==> src/rtl/gated_pkg.sv <==
// Shared types and constants for the gated sampling chain: collector and output-register
// state encodings plus the default word width used by the integration top.
package gated_pkg;

  localparam int GATED_WORD_WIDTH = 8;

  typedef enum logic {
    ST_IDLE    = 1'b0,
    ST_COLLECT = 1'b1
  } coll_state_t;

  typedef enum logic {
    OUT_EMPTY = 1'b0,
    OUT_FULL  = 1'b1
  } out_state_t;

endpackage

==> src/rtl/gated_shift_collector.sv <==
// Shift register, bit counter and collector FSM; word_done pulses combinationally on the
// cycle whose posedge samples the final bit, with word carrying the assembled value.
module gated_shift_collector
  import gated_pkg::*;
#(
  parameter int WIDTH     = GATED_WORD_WIDTH,
  parameter int MSB_FIRST = 1
) (
  input  logic             _clock,
  input  logic             _reset,
  input  logic             bit_valid,
  input  logic             bit_in,
  output logic             word_done,
  output logic [WIDTH-1:0] word
);

  localparam int CW = $clog2(WIDTH);

  coll_state_t      state_reg, state_next;
  logic [CW-1:0]    count_reg, count_next;
  logic [WIDTH-1:0] shift_reg, shift_next;
  logic [WIDTH-1:0] shifted;
  logic             last_bit;

  // shifted is the register contents with bit_in already inserted at the entry end
  genvar gi;
  generate
    for (gi = 0; gi < WIDTH; gi++) begin : g_shift
      if (MSB_FIRST != 0) begin : g_msb
        if (gi == 0) begin : g_entry
          assign shifted[gi] = bit_in;
        end else begin : g_move
          assign shifted[gi] = shift_reg[gi-1];
        end
      end else begin : g_lsb
        if (gi == WIDTH - 1) begin : g_entry
          assign shifted[gi] = bit_in;
        end else begin : g_move
          assign shifted[gi] = shift_reg[gi+1];
        end
      end
    end
  endgenerate

  assign last_bit = (state_reg == ST_COLLECT) && (count_reg == CW'(WIDTH - 1));
  assign word     = shifted;

  always_ff @(posedge _clock) begin
    if (_reset) begin
      state_reg <= ST_IDLE;
      count_reg <= '0;
      shift_reg <= '0;
    end else begin
      state_reg <= state_next;
      count_reg <= count_next;
      shift_reg <= shift_next;
    end
  end

  always_comb begin
    state_next = state_reg;
    count_next = count_reg;
    shift_next = shift_reg;
    word_done  = 1'b0;
    if (bit_valid) begin
      shift_next = shifted;
      if (last_bit) begin
        count_next = '0;
        state_next = ST_IDLE;
        word_done  = 1'b1;
      end else begin
        count_next = count_reg + CW'(1);
        state_next = ST_COLLECT;
      end
    end
  end

endmodule

==> src/rtl/gated_deserializer.sv <==
// Collects strobed bits into WIDTH-bit words behind a one-entry valid/ready register with a
// sticky overflow flag. Optional word_parity output enabled by GATED_DESER_PARITY_EN.
module gated_deserializer
  import gated_pkg::*;
#(
  parameter int WIDTH     = GATED_WORD_WIDTH,
  parameter int MSB_FIRST = 1
) (
  input  logic             _clock,
  input  logic             _reset,
  input  logic             bit_valid,
  input  logic             bit_in,
  output logic             word_valid,
  output logic [WIDTH-1:0] word_data,
  input  logic             word_ready,
  output logic             overflow,
  input  logic             clear_overflow
`ifdef GATED_DESER_PARITY_EN
  ,
  output logic             word_parity
`endif
);

  logic             word_done;
  logic [WIDTH-1:0] word;

  gated_shift_collector #(
    .WIDTH     (WIDTH),
    .MSB_FIRST (MSB_FIRST)
  ) u_collector (
    ._clock    (_clock),
    ._reset    (_reset),
    .bit_valid (bit_valid),
    .bit_in    (bit_in),
    .word_done (word_done),
    .word      (word)
  );

  out_state_t       out_state_reg, out_state_next;
  logic [WIDTH-1:0] data_reg, data_next;
  logic             overflow_reg, overflow_next;
  logic             transfer;
  logic             load;
  logic             drop;

  assign transfer = (out_state_reg == OUT_FULL) && word_ready;

  always_ff @(posedge _clock) begin
    if (_reset) begin
      out_state_reg <= OUT_EMPTY;
      data_reg      <= '0;
      overflow_reg  <= 1'b0;
    end else begin
      out_state_reg <= out_state_next;
      data_reg      <= data_next;
      overflow_reg  <= overflow_next;
    end
  end

  always_comb begin
    out_state_next = out_state_reg;
    data_next      = data_reg;
    overflow_next  = overflow_reg;
    load           = 1'b0;
    drop           = 1'b0;
    if (word_done) begin
      // a same-cycle transfer frees the slot, so the new word loads without a bubble
      if (out_state_reg == OUT_EMPTY || transfer) begin
        load           = 1'b1;
        data_next      = word;
        out_state_next = OUT_FULL;
      end else begin
        drop = 1'b1;
      end
    end else if (transfer) begin
      out_state_next = OUT_EMPTY;
    end
    if (clear_overflow) overflow_next = 1'b0;
    if (drop)           overflow_next = 1'b1;
  end

  assign word_valid = (out_state_reg == OUT_FULL);
  assign word_data  = data_reg;
  assign overflow   = overflow_reg;

`ifdef GATED_DESER_PARITY_EN
  logic parity_reg;

  always_ff @(posedge _clock) begin
    if (_reset) begin
      parity_reg <= 1'b0;
    end else if (load) begin
      parity_reg <= ^word;
    end
  end

  assign word_parity = parity_reg;
`endif

endmodule

==> config.mk <==
export PLATFORM = sky130hd
export DESIGN_NAME = gated_deserializer
export DESIGN_NICKNAME = d
export VERILOG_FILES = /design/src/rtl/gated_pkg.sv /design/src/rtl/gated_shift_collector.sv /design/src/rtl/gated_deserializer.sv
export SDC_FILE = /design/constraint.sdc
export NUM_CORES = 1
export LEC_CHECK = 0
export BUFFER_PORTS_ARGS = -buffer_cell sky130_fd_sc_hd__clkbuf_2
export CAP_MARGIN = 20
export CORE_MARGIN = 2
export CORE_UTILIZATION = 30
export DETAILED_ROUTE_END_ITERATION = 12
export PLACE_DENSITY = 0.58
export SYNTH_ARGS = -nofsm -noshare
export SYNTH_HDL_FRONTEND = slang
export SYNTH_SLANG_ARGS = --single-unit
==> constraint.sdc <==
create_clock -name _clock -period 3.3 [get_ports _clock]
set_input_delay 0.66 -clock _clock [delete_from_list [all_inputs] [get_ports _clock]]
set_output_delay 0.66 -clock _clock [all_outputs]
set_load 0.05 [all_outputs]
==> flow_metrics.tcl, run 1 <==
set metrics [dict create \
    start_util_pct 31.4 \
    drt-total-wl_um 1320 \
    drt_iter0_drc 11 \
    r2r_start "u_collector.count_reg[0]$_SDFFE_PP0P_" \
    grt_pass1_wl_um 2330 \
    power.density_nw_per_um2 425 \
    status "complete, no violations" \
    hold_buffers 0 \
    crit_path_start_kind "primary input" \
    synthMuxAreaShare_pct 19.9 \
    rr_endpoint "word_data[3]$_SDFFE_PP0P_" \
    layout.nets 105 \
    worstPathArrival_ps 1870 \
    io_buffers 15 \
    synth_cell_types 15 \
    cts_sinks 21 \
    cap_violations 0 \
    coreArea_um2 2730 \
    num_vias 552 \
    synth_compound_gate_area_share_pct 0.584 \
    finClkSkew_ps 3.87 \
    grt.total_usage_pct 9.47 \
    async_flop_share_pct 0 \
    htree_levels 1 \
    hold_violations 0 \
    drt_first_pass_iters 2 \
    ios 16 \
    hold_path_end "word_data[2]$_SDFFE_PP0P_" \
    fp.dieArea_um2 3300 \
    grt_max_degree 30 \
    dp_cells 123 \
    grt_pass1_vias 527 \
    synth-simple-area-share_pct 22.5 \
    cp-end-kind "register" \
    die_h_um 57.5 \
    die_x_um 57.5 \
    clk_pin_slew_worst_paths_ps 110 \
    drive_gt1_share_pct 20.8 \
    syn_inst 83 \
    ys_seq_elements 21 \
    syn_area_per_cell_um2 10.3 \
    cts_resized 0 \
    hold_path_depth 2 \
    power.leakage_uw 0.000403 \
    antenna_found_initial 0 \
    synth_flop_cell "dfxtp_1" \
    synth_top_family_by_area "simple AND/OR/NAND/NOR gates" \
    finalNonFillerCells 127 \
    critical_path.cell_chain "clkbuf_2 > and3_1 > nor2b_4 > mux2i_1" \
    fmax_mhz 612 \
    crit_type "in2reg" \
    rsz0062_at_grt "no" \
    place_hpwl_um 920 \
    post-route-period-util_pct 49.5 \
    synth_edf_count 0 \
    grt_overflow 0 \
    synth-xor-area-share_pct 1.02 \
    place_congestion 0.656 \
    synth_top_area_cell "dfxtp_1" \
    synthAdderAreaFrac_pct 2.92 \
    clock_path_buffers 2 \
    insertion_delay_ps 300 \
    required_ps 3540 \
    syn_nets 91 \
    slew_headroom_pct 70.5 \
    syn2layout_area_growth_pct 12.4 \
    rows 19 \
    ir_drop_uv 156 \
    cp_slowest_cell "nor2b_4" \
    hold_path.startpoint "word_data[2]$_SDFFE_PP0P_" \
    via_per_inst 4.35 \
    finalSetupTns_ps 0 \
    crit_buf_inv 1 \
    avgRoutedWirePerCell_um 10.4 \
    cts_setup_buffers 0 \
    cts_tree "yes" \
    cp_max_fo 12 \
    drv_slew 0 \
    synth_warnings 0 \
    drcViolationCount 0 \
    holdWs_ps 481 \
    path_delay_family "simple AND/OR/NAND/NOR gates" \
    hold_class "reg2reg" \
    numCtsBuffers 3 \
    synth_seq_area_share_pct 49.1 \
    ys_top_cells_by_area "dfxtp_1 (49%), mux2i_1 (20%), nand2b_1 (12%)" \
    netlist_area_um2 857 \
    final_antenna_net_count 0 \
    ff2ff_path_depth 5 \
    r2r_setup_slack_ps 1700 \
    cts_root_buf "clkbuf_4" \
    min_period_ps 1640 \
    synth_top_area_share_pct 49.1 \
    power_uw 410 \
    slowest_delay_ps 370 \
    tightest_slew_ps 442 \
    largest_reg_flops 8 \
    antenna_cells 0 \
    final-setup-viol-count 0 \
]
logic make-up (layout without fill, tap and decap cells):
kind of cell / after synthesis / in the layout
mux: 17 / 17
simple gates: 35 / 35
buf+inv: 6 / 19
compound gates: 1 / 1
flops: 21 / 21
fa+ha+maj: 2 / 2
xor+xnor: 1 / 1
placed cells by master, fill, tap and decap left out:
cell,count
mux2i_1,17
a21oi_1,1
nor2_1,12
nor3_1,3
ha_1,2
and3_1,1
nor2b_1,2
nor2b_4,1
clkbuf_4,3
nand2b_1,16
clkbuf_2,15
clkinv_2,1
dfxtp_1,21
xnor2_1,1
cell usage after synthesis (2+ instances only):
library cell  instances
nor2b_1               2
nand2b_1             16
mux2i_1              17
dfxtp_1              21
clkbuf_1              3
ha_1                  2
nor2_1               12
nor3_1                3
per-stage QoR:
stage	utilization [%]	cell area [µm²]	worst slack [ps]
finish	35.2	963	1660
global route	35.2	963	1540
CTS	35.2	963	1640
detailed placement	34.2	936	1310
global placement	34.2	936	1340
floorplan	-	857	1870
worst reg2reg max path, cell delays in order, from the launching register on:
cell     delay (ps)
dfxtp_1         380
ha_1            170
ha_1            140
and3_1          260
nor2b_4         370
mux2i_1         220
cell type report:
| class | instances | area, µm² |
|---|---|---|
| fill | 268 | 1770 |
| tap | 31 | 38.8 |
| clock inverter | 1 | 5.00 |
| sequential | 21 | 420 |
| multi-input combinational | 56 | 402 |
| timing repair buffer | 15 | 75.1 |
| clock buffer | 3 | 22.5 |
layer usage:
metal  vias up  global-route usage [%]  share of wire, %
met2        14                    13.1                41
met1       241                    12.2                52
met4         0                    7.97               2.7
li1        293                       -                 -
met5         -                       0                 0
met3         4                    2.27               4.2
power breakdown:
part | switching (µW) | leakage [µW] | total [µW] | internal, µW
clock | 78.7 | 0.0000177 | 124 | 45.2
sequential | 3.11 | 0.000170 | 262 | 258
combinational | 11.8 | 0.000215 | 24.1 | 12.2
worst max path at each step:
| stage | start | to | slack [ps] | cells past startpoint |
|---|---|---|---|---|
| floorplan | u_collector.count_reg[0]$_SDFFE_PP0P_ | word_data[0]$_SDFFE_PP0P_ | 1870 | 7 |
| global placement | bit_valid | word_data[3]$_SDFFE_PP0P_ | 1340 | 4 |
| detailed placement | bit_valid | word_data[1]$_SDFFE_PP0P_ | 1310 | 4 |
| CTS | bit_valid | word_data[1]$_SDFFE_PP0P_ | 1640 | 4 |
| global route | bit_valid | word_data[2]$_SDFFE_PP0P_ | 1540 | 4 |
| finish | bit_valid | word_data[3]$_SDFFE_PP0P_ | 1660 | 4 |
Note: power is estimated with default switching activity, not from simulation.
==> inputs of run 2 (changes only) <==
--- a/config.mk
+++ b/config.mk
@@ -10,7 +10,7 @@
 export CORE_MARGIN = 2
 export CORE_UTILIZATION = 30
 export DETAILED_ROUTE_END_ITERATION = 12
-export PLACE_DENSITY = 0.58
+export PLACE_DENSITY = 0.6
 export SYNTH_ARGS = -nofsm -noshare
 export SYNTH_HDL_FRONTEND = slang
 export SYNTH_SLANG_ARGS = --single-unit
==> constraint.sdc (replaced) <==
create_clock -name _clock -period 1.38 [get_ports _clock]
set_input_delay 0.276 -clock _clock [delete_from_list [all_inputs] [get_ports _clock]]
set_output_delay 0.276 -clock _clock [all_outputs]
set_load 0.05 [all_outputs]
==> run 2 against run 1 <==
  * Die area stayed put
  * Non-clock buffer count grew 5
  * Global-route usage is 0.35 points lower
  * Critical endpoint is now word_data[2]$_SDFFE_PP0P_
  * Highest routed layer unchanged
==> flow_metrics.tcl, run 2 (same netlist as run 1, synthesis figures left out) <==
set metrics [dict create \
    status "complete, no violations" \
    grt_overflow 0 \
    slew_headroom_pct 70.4 \
    critical_path.cell_chain "ha_4 > ha_4 > and3_4 > nor2b_4 > buf_12 > mux2i_1" \
    power.density_nw_per_um2 935 \
    cap_violations 0 \
    avgRoutedWirePerCell_um 10.1 \
    final_antenna_net_count 0 \
    coreArea_um2 2730 \
    crit_path_start_kind "register" \
    final-setup-viol-count 0 \
    grt_max_degree 30 \
    pwr-share-comb_pct 7.0 \
    seqPwrFrac_pct 64.2 \
    p_int_uw 769 \
    ir_drop_uv 604 \
    slowest_delay_ps 370 \
    worstPathArrival_ps 1570 \
    final_common_cell "dfxtp_1" \
    rsz0062_at_grt "yes" \
    antenna_cells 0 \
    drt_first_pass_iters 4 \
    die_x_um 57.5 \
    hold_buffers 0 \
    fmax_mhz 747 \
    cts_sinks 21 \
    htree_levels 1 \
    required_ps 1610 \
    cp_slowest_cell "dfxtp_2" \
    drv_slew 0 \
    numCtsBuffers 3 \
    path_delay_family "flip-flops" \
    min_period_ps 1340 \
    place_congestion 0.655 \
    cts_tree "yes" \
    place_hpwl_um 868 \
    num_vias 567 \
    clk_pin_slew_worst_paths_ps 110 \
    cpMostUsedCell "ha_4" \
    final_cell_mix "dfxtp_1 (19), mux2i_1 (17), nand2b_1 (16), clkbuf_2 (15), nor2_1 (12)" \
    fillers 270 \
    drcViolationCount 0 \
    power.leakage_uw 0.000424 \
    antenna_found_initial 0 \
    hold_class "in2reg" \
    layout.nets 110 \
    place_area_um2 953 \
    via_per_inst 4.30 \
    sw_frac_of_total_pct 21.6 \
    power_switching_uw 212 \
    fin_util_pct 38.4 \
    die_h_um 57.5 \
    drt_iter0_drc 15 \
    grt_pass1_vias 558 \
    post-route-period-util_pct 97.0 \
    insertion_delay_ps 290 \
    cts_root_buf "clkbuf_4" \
    hold_violations 0 \
    cp_max_fo 5 \
    rows 19 \
    crit_type "reg2reg" \
    clock_power_share_pct 28.9 \
    largest_reg_flops 8 \
    clock_path_buffers 2 \
    finClkSkew_ps 3.76 \
    ios 16 \
    stdcell_area_um2 1050 \
    cp-end-kind "register" \
    fp.dieArea_um2 3300 \
    grt_pass1_wl_um 2350 \
    syn2layout_area_growth_pct 22.3 \
    grt.total_usage_pct 9.13 \
    drive_gt1_share_pct 28.7 \
    io_buffers 15 \
    start_util_pct 31.4 \
    drt-total-wl_um 1330 \
    tightest_slew_ps 444 \
    crit_buf_inv 1 \
]
==> run 2: cell count changes in the layout (fill, tap and decap cells not counted), moves of 2 or more <==
cell,previous run,this run
dfxtp_1,21,19
buf_4,0,3
dfxtp_2,0,2
ha_4,0,2
ha_1,2,0
==> run 2: timing repair <==
action	CTS	global route
pin swaps	0	1
buffers inserted	2	1
setup endpoints to repair	8	8
gates cloned	0	0
gates resized for setup	1	6
==> run 2: path summary, 6_finish.rpt <==
check / start / endpoint / slack, ps / cells past startpoint
worst min register to register: word_data[5]$_SDFFE_PP0P_ / word_data[5]$_SDFFE_PP0P_ / 480 / 2
worst max-delay path: u_collector.count_reg[1]$_SDFFE_PP0P_ / word_data[2]$_SDFFE_PP0P_ / 40 / 6
worst min-delay path: bit_in / word_data[0]$_SDFFE_PP0P_ / 240 / 3
worst max register to register: u_collector.count_reg[1]$_SDFFE_PP0P_ / word_data[2]$_SDFFE_PP0P_ / 40 / 6
==> run 2: layout make-up <==
cell class | instances | area, µm² | share of cell area [%]
multi-input combinational | 56 | 432 | 41.2
sequential | 21 | 423 | 40.3
timing repair buffer | 20 | 129 | 12.3
tap | 31 | 38.8 | 3.70
clock buffer | 4 | 26.3 | 2.51
==> run 2: worst register-to-register path: stages (launching register included) <==
cell and delay (ps):
dfxtp_2 370, ha_4 140, ha_4 110, and3_4 170, nor2b_4 180, buf_12 130, mux2i_1 180
==> run 2: power by group through the flow <==
stage / Clock [µW] / Combinational, µW / Sequential [µW]
detailed placement: 0 / 60.8 / 639
global placement: 0 / 60.5 / 639
CTS: 307 / 61.2 / 626
global route: 333 / 75.7 / 631
floorplan: 0 / 46.1 / 638
finish: 283 / 68.3 / 629
==> run 2: layer usage <==
| layer | GRT usage [%] | up-vias | share of wire [%] |
|---|---|---|---|
| li1 | - | 304 | - |
| met1 | 10.5 | 250 | 52 |
| met2 | 15.1 | 11 | 43 |
| met3 | 4.08 | 2 | 3.8 |
| met4 | 2.99 | 0 | 1.1 |
| met5 | 0 | - | 0 |
==> run 2: metrics by stage <==
step	hold slack (ps)	std cells	power, µW	setup TNS [ps]	setup slack (ps)
final	235	132	981	0	41.6
after global routing	224	132	1040	-82.3	-25.7
after CTS	226	131	995	0	5.46
after detailed placement	462	125	700	-469	-87.5
after global placement	460	125	699	-41.2	-26.7
after floorplan	423	83	684	0	12.3
==> inputs of run 3 (changes only) <==
==> constraint.sdc (replaced) <==
create_clock -name _clock -period 1.1 [get_ports _clock]
set_input_delay 0.22 -clock _clock [delete_from_list [all_inputs] [get_ports _clock]]
set_output_delay 0.22 -clock _clock [all_outputs]
set_load 0.05 [all_outputs]
==> run 3 against run 2 <==
  * The run now ends with negative setup slack left
  * Via count increased by 3.5%
  * First-iteration DRC count fell by 80%
  * Design area up 12%
  * Hold slack got worse by 56 ps
  * Sequential power increased by 25%
  * Global-route usage is 0.99 points higher
  * Sequential cell count did not move
  * Critical path depth unchanged
  * Register-to-register slack worse by 270 ps
  * Largest cell class unchanged
  * Largest power group unchanged
  * Highest routed layer unchanged
==> flow_metrics.tcl, run 3 (same netlist as run 1, synthesis figures left out) <==
set metrics [dict create \
    post-route-period-util_pct 121 \
    power.density_nw_per_um2 1060 \
    cp_slowest_cell "dfxtp_2" \
    num_vias 587 \
    final_cell_mix "mux2i_1 (17), nand2b_1 (16), dfxtp_1 (12), nor2_1 (11), dfxtp_2 (9)" \
    rsz0062_at_grt "yes" \
    largest_reg_flops 8 \
    hold_violations 0 \
    power_switching_uw 274 \
    required_ps 1330 \
    avgRoutedWirePerCell_um 11.0 \
    syn2layout_area_growth_pct 36.6 \
    status "complete, but fails checks" \
    fmax_mhz 753 \
    min_period_ps 1330 \
    grt_overflow 0 \
    ff2ff_path_depth 6 \
    cp-end-kind "register" \
    final-setup-viol-count 13 \
    drt-total-wl_um 1460 \
    hold_path.startpoint "bit_in" \
    p_int_uw 970 \
    via_per_inst 4.41 \
    io_buffers 15 \
    cpMostUsedCell "ha_4" \
    place_congestion 0.671 \
    hold_path_depth 3 \
    antenna_found_initial 0 \
    clock_power_share_pct 28.9 \
    grt.total_usage_pct 10.1 \
    final_common_cell "mux2i_1" \
    ir_drop_uv 568 \
    place_ws_ps -190 \
    tightest_slew_ps 431 \
    rows 19 \
    cp_max_fo 8 \
    drv_slew 0 \
    place_area_um2 1030 \
    fp.dieArea_um2 3300 \
    r2r_setup_slack_ps -230 \
    cts_tree "yes" \
    startpoint "u_collector.count_reg[1]$_SDFFE_PP0P_" \
    coreArea_um2 2730 \
    die_h_um 57.5 \
    drt_iter0_drc 3 \
    hold_class "in2reg" \
    clk_pin_slew_worst_paths_ps 110 \
    numCtsBuffers 3 \
    layout_setup_ws_ps -229 \
    sw_frac_of_total_pct 22.0 \
    critical_path.cell_chain "ha_4 > ha_4 > and3_4 > nor2b_4 > buf_12 > mux2i_1" \
    violations "negative setup slack" \
    path_delay_family "flip-flops" \
    crit_buf_inv 1 \
    seqPwrFrac_pct 63.4 \
    dp_cells 129 \
    insertion_delay_ps 300 \
    cap_violations 0 \
    slowest_delay_ps 370 \
    finClkSkew_ps 0.890 \
    r2r_start "u_collector.count_reg[1]$_SDFFE_PP0P_" \
    cts_root_buf "clkbuf_4" \
    stdcell_area_um2 1170 \
    pwr-share-comb_pct 7.7 \
    clock_path_buffers 2 \
    grt_pass1_vias 607 \
    crit_path_start_kind "register" \
    drive_gt1_share_pct 41.2 \
    antenna_cells 0 \
    cts_sinks 21 \
    grt_max_degree 28 \
    drt_first_pass_iters 4 \
    crit_type "reg2reg" \
    power_uw 1240 \
    drcViolationCount 0 \
    layout.nets 111 \
    htree_levels 1 \
    rr_endpoint "word_data[4]$_SDFFE_PP0P_" \
    finalNonFillerCells 133 \
    ios 16 \
    final_antenna_net_count 0 \
    grt_pass1_wl_um 2580 \
    holdWs_ps 180 \
    worstPathArrival_ps 1560 \
    slew_headroom_pct 71.3 \
    hold_path_end "word_data[0]$_SDFFE_PP0P_" \
    start_util_pct 31.4 \
    die_x_um 57.5 \
    power.leakage_uw 0.000456 \
]
run 3: layout make-up:
class                           count  area (µm²)
Fill cell                         259        1560
Multi-Input combinational cell     56         459
Sequential cell                    21         432
Timing Repair Buffer               21         215
Tap cell                           31        38.8
Clock buffer                        4        26.3
run 3: timing repair:
action / in CTS / in global routing
cloned: 0 / 0
resized for setup: 25 / 9
setup buffers: 1 / 0
setup endpoints to repair: 23 / 21
hold buffers: 0 / 0
pin swaps: 4 / 2
run 3: per-stage QoR:
step	setup TNS, ps	util [%]
6_report	-1890	42.8
3_3_place_gp	-1430	37.6
2_1_floorplan	-1910	-
5_1_grt	-2610	42.8
3_5_place_dp	-1680	37.6
4_1_cts	-2410	42.7
run 3: worst max path at each step:
stage | end | slack [ps] | cells past startpoint
5_1_grt | word_data[4]$_SDFFE_PP0P_ | -290 | 6
4_1_cts | word_data[4]$_SDFFE_PP0P_ | -230 | 6
6_report | word_data[4]$_SDFFE_PP0P_ | -230 | 6
3_3_place_gp | word_data[4]$_SDFFE_PP0P_ | -180 | 6
3_5_place_dp | word_data[3]$_SDFFE_PP0P_ | -190 | 6
2_1_floorplan | word_data[0]$_SDFFE_PP0P_ | -230 | 7
run 3: power groups by stage:
stage                     Combinational (µW)  Clock, µW  Sequential [µW]
after floorplan                         60.7          0              805
after global placement                  87.0          0              807
after detailed placement                90.5          0              807
after CTS                               95.4        390              789
after global routing                     110        405              791
final                                   95.9        359              789
run 3: worst register-to-register path, stage by stage (launching register included):
cell and delay [ps]:
dfxtp_2 370, ha_4 140, ha_4 110, and3_4 160, nor2b_4 150, buf_12 140
mux2i_1 190
run 3: layer usage:
metal	vias to the layer above	share of wire [%]	global-route usage, %	routed length (µm)
li1	306	-	-	-
met2	7	50	17.2	738
met5	-	0	0	0
met3	4	3.3	1.81	48
met1	270	45	11.8	652
met4	0	1.6	5.98	24
